File: src/rtl/l2_cache_control_pkg.sv
// ---------------------------------------------------------------------------
// lc3b_types (L2 cache additions)
// Purpose : shared types and constants for the L2 cache control path.
//   l2_state_t   - control FSM states (CHECK / WRITEBACK / ALLOCATE)
//   lc3b_l2_way  - one-bit way index for the 2-way set-associative L2
//   L2_DSRC_*    - encodings of the data array input mux select
// ---------------------------------------------------------------------------
package lc3b_types;

  typedef enum logic [1:0] {
    CHECK,
    WRITEBACK,
    ALLOCATE
  } l2_state_t;

  typedef logic lc3b_l2_way;

  localparam logic L2_DSRC_ARB  = 1'b0;
  localparam logic L2_DSRC_PMEM = 1'b1;

endpackage

File: src/rtl/l2_cache_control_sat_counter.sv
// ---------------------------------------------------------------------------
// sat_counter
// Purpose : saturating up-counter used for the L2 hit/miss statistics.
// Ports   :
//   clk     - system clock
//   reset_n - asynchronous reset, active low; clears the count
//   inc     - increment request for this cycle
//   count   - current value; sticks at all-ones instead of wrapping
// ---------------------------------------------------------------------------
module sat_counter #(
  parameter int WIDTH = 16
) (
  input  logic             clk,
  input  logic             reset_n,
  input  logic             inc,
  output logic [WIDTH-1:0] count
);

  // Count up on request, but hold once every bit is set so debug
  // statistics never roll over to a misleadingly small number.
  always_ff @(posedge clk or negedge reset_n) begin
    if (!reset_n) begin
      count <= '0;
    end else if (inc && (count != '1)) begin
      count <= count + WIDTH'(1);
    end
  end

endmodule

File: src/rtl/l2_cache_control.sv
// ---------------------------------------------------------------------------
// l2_cache_control
// Purpose : control FSM for the unified 2-way set-associative L2 cache.
//           Answers arbiter requests, drives the L2 array write enables and
//           sequences victim writebacks and line fills to physical memory.
// Ports   :
//   clk, reset_n              - clock, asynchronous active-low reset
//   L2_read, L2_write         - arbiter request (held until L2_resp)
//   L2_resp                   - one-cycle completion pulse (Mealy, in CHECK)
//   hit0, hit1                - per-way tag match & valid
//   lru                       - victim way at the request index
//   victim_valid/dirty        - state bits of the victim way
//   pmem_resp                 - physical memory done
//   pmem_read, pmem_write     - physical memory strobes
//   way_sel                   - way targeted by the load_* strobes
//   load_data/tag/valid/dirty/lru, dirty_in, lru_in - array write controls
//   data_src                  - 0 arbiter write data, 1 pmem line
//   pmem_addr_sel             - 0 request line address, 1 victim address
//   hit_count, miss_count     - saturating performance counters
// ---------------------------------------------------------------------------
module l2_cache_control
  import lc3b_types::*;
#(
  parameter int CNT_WIDTH = 16
) (
  input  logic                 clk,
  input  logic                 reset_n,
  input  logic                 L2_read,
  input  logic                 L2_write,
  output logic                 L2_resp,
  input  logic                 hit0,
  input  logic                 hit1,
  input  logic                 lru,
  input  logic                 victim_valid,
  input  logic                 victim_dirty,
  input  logic                 pmem_resp,
  output logic                 pmem_read,
  output logic                 pmem_write,
  output logic                 way_sel,
  output logic                 load_data,
  output logic                 load_tag,
  output logic                 load_valid,
  output logic                 load_dirty,
  output logic                 load_lru,
  output logic                 dirty_in,
  output logic                 lru_in,
  output logic                 data_src,
  output logic                 pmem_addr_sel,
  output logic [CNT_WIDTH-1:0] hit_count,
  output logic [CNT_WIDTH-1:0] miss_count
);

  l2_state_t  r_state;
  l2_state_t  w_nextState;
  logic       r_missPending;
  logic       w_request;
  logic       w_hit;
  lc3b_l2_way w_hitWay;
  logic       w_missStart;
  logic       w_hitInc;

  assign w_request   = L2_read | L2_write;
  assign w_hit       = hit0 | hit1;
  // Way 0 takes priority; both ways matching is a datapath fault anyway.
  assign w_hitWay    = hit0 ? 1'b0 : 1'b1;
  assign w_missStart = (r_state == CHECK) && w_request && !w_hit;
  assign w_hitInc    = L2_resp && !r_missPending;

  // State register.
  always_ff @(posedge clk or negedge reset_n) begin
    if (!reset_n) begin
      r_state <= CHECK;
    end else begin
      r_state <= w_nextState;
    end
  end

  // Next-state logic. A started miss always runs to the fill, even if the
  // arbiter drops its request, so WRITEBACK/ALLOCATE ignore L2_read/L2_write.
  always_comb begin
    w_nextState = r_state;
    case (r_state)
      CHECK: begin
        if (w_missStart) begin
          w_nextState = (victim_valid && victim_dirty) ? WRITEBACK : ALLOCATE;
        end
      end
      WRITEBACK: begin
        if (pmem_resp) begin
          w_nextState = ALLOCATE;
        end
      end
      ALLOCATE: begin
        if (pmem_resp) begin
          w_nextState = CHECK;
        end
      end
      default: w_nextState = CHECK;
    endcase
  end

  // Output logic. Everything is forced low while reset_n is asserted so the
  // pmem strobes and L2_resp drop immediately, without waiting for a clock.
  always_comb begin
    L2_resp       = 1'b0;
    pmem_read     = 1'b0;
    pmem_write    = 1'b0;
    way_sel       = 1'b0;
    load_data     = 1'b0;
    load_tag      = 1'b0;
    load_valid    = 1'b0;
    load_dirty    = 1'b0;
    load_lru      = 1'b0;
    dirty_in      = 1'b0;
    lru_in        = 1'b0;
    data_src      = L2_DSRC_ARB;
    pmem_addr_sel = 1'b0;
    if (reset_n) begin
      case (r_state)
        CHECK: begin
          if (w_request && w_hit) begin
            L2_resp  = 1'b1;
            way_sel  = w_hitWay;
            load_lru = 1'b1;
            lru_in   = ~w_hitWay;
            if (L2_write) begin
              load_data  = 1'b1;
              data_src   = L2_DSRC_ARB;
              load_dirty = 1'b1;
              dirty_in   = 1'b1;
            end
          end
        end
        WRITEBACK: begin
          pmem_write    = 1'b1;
          pmem_addr_sel = 1'b1;
          way_sel       = lru;
        end
        ALLOCATE: begin
          pmem_read = 1'b1;
          way_sel   = lru;
          data_src  = L2_DSRC_PMEM;
          // The fill lands in the cycle memory answers; the line is clean
          // until CHECK merges a pending write into it.
          if (pmem_resp) begin
            load_data  = 1'b1;
            load_tag   = 1'b1;
            load_valid = 1'b1;
            load_dirty = 1'b1;
            dirty_in   = 1'b0;
          end
        end
        default: ;
      endcase
    end
  end

  // Remembers that the request now being served started as a miss, so its
  // final CHECK-cycle response is not counted as a hit.
  always_ff @(posedge clk or negedge reset_n) begin
    if (!reset_n) begin
      r_missPending <= 1'b0;
    end else if (w_missStart) begin
      r_missPending <= 1'b1;
    end else if (L2_resp) begin
      r_missPending <= 1'b0;
    end
  end

  sat_counter #(.WIDTH(CNT_WIDTH)) u_hitCounter (
    .clk     (clk),
    .reset_n (reset_n),
    .inc     (w_hitInc),
    .count   (hit_count)
  );

  sat_counter #(.WIDTH(CNT_WIDTH)) u_missCounter (
    .clk     (clk),
    .reset_n (reset_n),
    .inc     (w_missStart),
    .count   (miss_count)
  );

endmodule
File: config.mk
export PLATFORM = sky130hd
export DESIGN_NAME = l2_cache_control
export DESIGN_NICKNAME = d
export VERILOG_FILES = /design/src/rtl/l2_cache_control_pkg.sv /design/src/rtl/l2_cache_control_sat_counter.sv /design/src/rtl/l2_cache_control.sv
export SDC_FILE = /design/constraint.sdc
export NUM_CORES = 1
export LEC_CHECK = 0
export CORE_AREA = 2 2 107 68
export DETAILED_ROUTE_END_ITERATION = 10
export DIE_AREA = 0 0 109 70
export DONT_BUFFER_PORTS = 1
export GPL_ROUTABILITY_DRIVEN = 0
export PLACE_DENSITY = 0.53
export SYNTH_ARGS = -nofsm -noshare
export SYNTH_HDL_FRONTEND = slang
export SYNTH_SLANG_ARGS = --single-unit
File: constraint.sdc
create_clock -name clk -period 2.6 [get_ports clk]
set_input_delay 0.39 -clock clk [delete_from_list [all_inputs] [get_ports clk]]
set_output_delay 0.39 -clock clk [all_outputs]
set_load 0.03 [all_outputs]
==> results.toml <==
[sta]
post-route-period-util_pct = 88.6
setup_viol = 0
setup_slack_ns = 0.297
slew_headroom_pct = 61.3
slew_viol_final = 0
rsz0062_at_grt = "no"
hold_viol_final = 0
worst_pin_slew_ns = 0.575
fmax_mhz = 434
finalSetupTns_ns = 0
skew_ns = 0.00920
period_minus_slack_ns = 2.30

[run_status]
status = "completed"

[clock_tree]
cts_setup_buffers = 0
hold_buffers = 2
cts_max_level = 2
cts-root-buf = "clkbuf_8"
clk_pin_slew_worst_paths_ns = 0.06
clockBufferDepth = 2
cts_resized = 0
cts_buffers = 5
cts_tree = "yes"
clock_latency_ns = 0.28
cts.sinks = 35

[placed_design]
port_buffers = 0
place_hpwl_um = 3030
pre_cts_slack_ns = 0.557

[logic_synthesis]
synth_cell_type_count = 43
synth_top_cell_by_area = "dfrtp_1"
synth_fp_nets = 197
synth_edf_count = 0
syn_avg_cell_area_um2 = 10.7
ys_top_cells_by_count = "dfrtp_1 (35), xor2_1 (19), nand2_1 (14), nand3_1 (13)"
syn_inst = 181
yosysSeqAreaShare_pct = 45.1
syn-cell-area_um2 = 1940
ys.flop_type = "dfrtp_1"
ys_warn_count = 0
synth_area_leaders = "dfrtp_1 (45%), xor2_1 (8.6%), ha_1 (3.9%)"
async_flop_share_pct = 100
synth_seq_cells = 35
yosys.area.top_type_share_pct = 45.1
yosysMostFrequentCell = "dfrtp_1"

[grt]
grt_pass1_wl_um = 7220
grt_pass1_vias = 1416
gr-usage-all-layers_pct = 11.9
grt_max_degree = 36
grt_overflow_total = 0
antenna_found_initial = 0

[drt]
wirelength_um = 4140
drtAntennaViolNets = 0
drcViolationCount = 0
wire_per_inst_um = 14.7
vias_per_cell = 4.80
vias = 1349
dr.pass1.iters = 4
drtIter0Drc = 82

[final_layout]
n_antenna_cell = 0
fillers = 688
seq_area_um2 = 876
syn_to_final_growth_pct = 12.4
fin_nets = 206
final_util_pct = 32.0
multi_input_area_um2 = 1000
drive_gt1_share_pct = 16.3

[power_and_ir_drop]
ir_drop_uv = 399
power_density_nw_per_um2 = 809
power.leakage_nw = 0.993

[setup_path]
worstSetupPathType = "reg -> out"
end_kind = "output pin"
cp-start-kind = "flop"
worstPathRequired_ns = 2.21
critical_path_peak_fanout = 6
worstPathArrival_ns = 1.91

[floorplan]
core_area_um2 = 6820
dieHeight_um = 70
die_w_um = 109
io_pins = 55
die_area_um2 = 7630
num_rows = 24
initial_utilization_pct = 28.5

[hold_path]
hold_class = "in -> reg"

[job]
maxCapViolCount = 0
==> cell type report <==
cell class                 count  share of cell area (%)
tap                           91                    5.22
clock buffer                   6                    3.79
timing repair buffer           8                    4.02
inverter                       4                   0.688
multi-input combinational    136                    45.9
sequential                    35                    40.2
clock inverter                 1                   0.229
==> critical path, stage by stage, from the launching register on <==
cell      delay, ns
dfrtp_1        0.37
inv_1          0.08
ha_1           0.26
o211ai_2       0.16
nor2_1         0.10
and2_1         0.18
or2_2          0.32
buf_12         0.16
==> kinds of logic after synthesis <==
logic type | share of synthesized area, %
buf+inv | 3.29
mux | 4.06
simple gates | 27.7
xor+xnor | 12.2
flops | 45.1
compound gates | 3.74
fa+ha+maj | 3.87
==> through the flow <==
step / std cells / power (mW) / hold slack [ns] / area [um^2]
detailed placement: 272 / 1.36 / 0.0952 / 2060
CTS: 281 / 1.79 / 0.279 / 2180
global placement: 272 / 1.36 / 0.0952 / 2060
global route: 281 / 1.89 / 0.298 / 2180
floorplan: 181 / 1.27 / 0.0944 / 1940
finish: 281 / 1.76 / 0.302 / 2180
==> final timing paths <==
path	slack, ns	from	cells past startpoint	end
max	0.30	r_state[0]$_DFFE_PN0P_	7	load_data
min	0.30	victim_dirty	2	r_state[0]$_DFFE_PN0P_
max reg2reg	0.54	u_hitCounter.count[0]$_DFFE_PN0P_	5	u_hitCounter.count[1]$_DFFE_PN0P_
min reg2reg	0.52	r_missPending$_DFFE_PN0P_	2	r_missPending$_DFFE_PN0P_
max in group asynchronous	1.79	reset_n	2	r_state[1]$_DFFE_PN0P_
min in group asynchronous	0.61	reset_n	2	r_missPending$_DFFE_PN0P_
==> report_power, final <==
group,internal (mW),leakage [nW],switching (mW)
clock,0.208,0.0470,0.189
sequential,0.624,0.472,0.224
combinational,0.200,0.475,0.320
==> metal layers <==
metal,share of wire [%],up-vias,GRT usage (%)
li1,-,660,-
met1,50,652,16.6
met2,41,35,16.4
met3,8.7,2,5.70
met4,0.36,0,2.99
met5,0,-,0
==> placed cells by master, fill, tap and decap left out, drive strengths merged, types with 2 or more instances in the layout <==
cell type,instances
dfrtp,35
xor2,19
nand2,14
nand3,13
nor2,11
nand4,11
nor3,10
xnor2,8
buf,7
nor4,7
ha,6
clkbuf,6
inv,4
and2,4
mux2,4
nor3b,3
o21ai,3
mux2i,3
and3,3
and4,3
or2,2
==> registers in the layout (all words and copies together), names as in the netlist <==
signal / count
u_hitCounter.count: 16
u_missCounter.count: 16
r_missPending: 1
r_state: 2
Note: power is estimated with default switching activity, not from simulation.
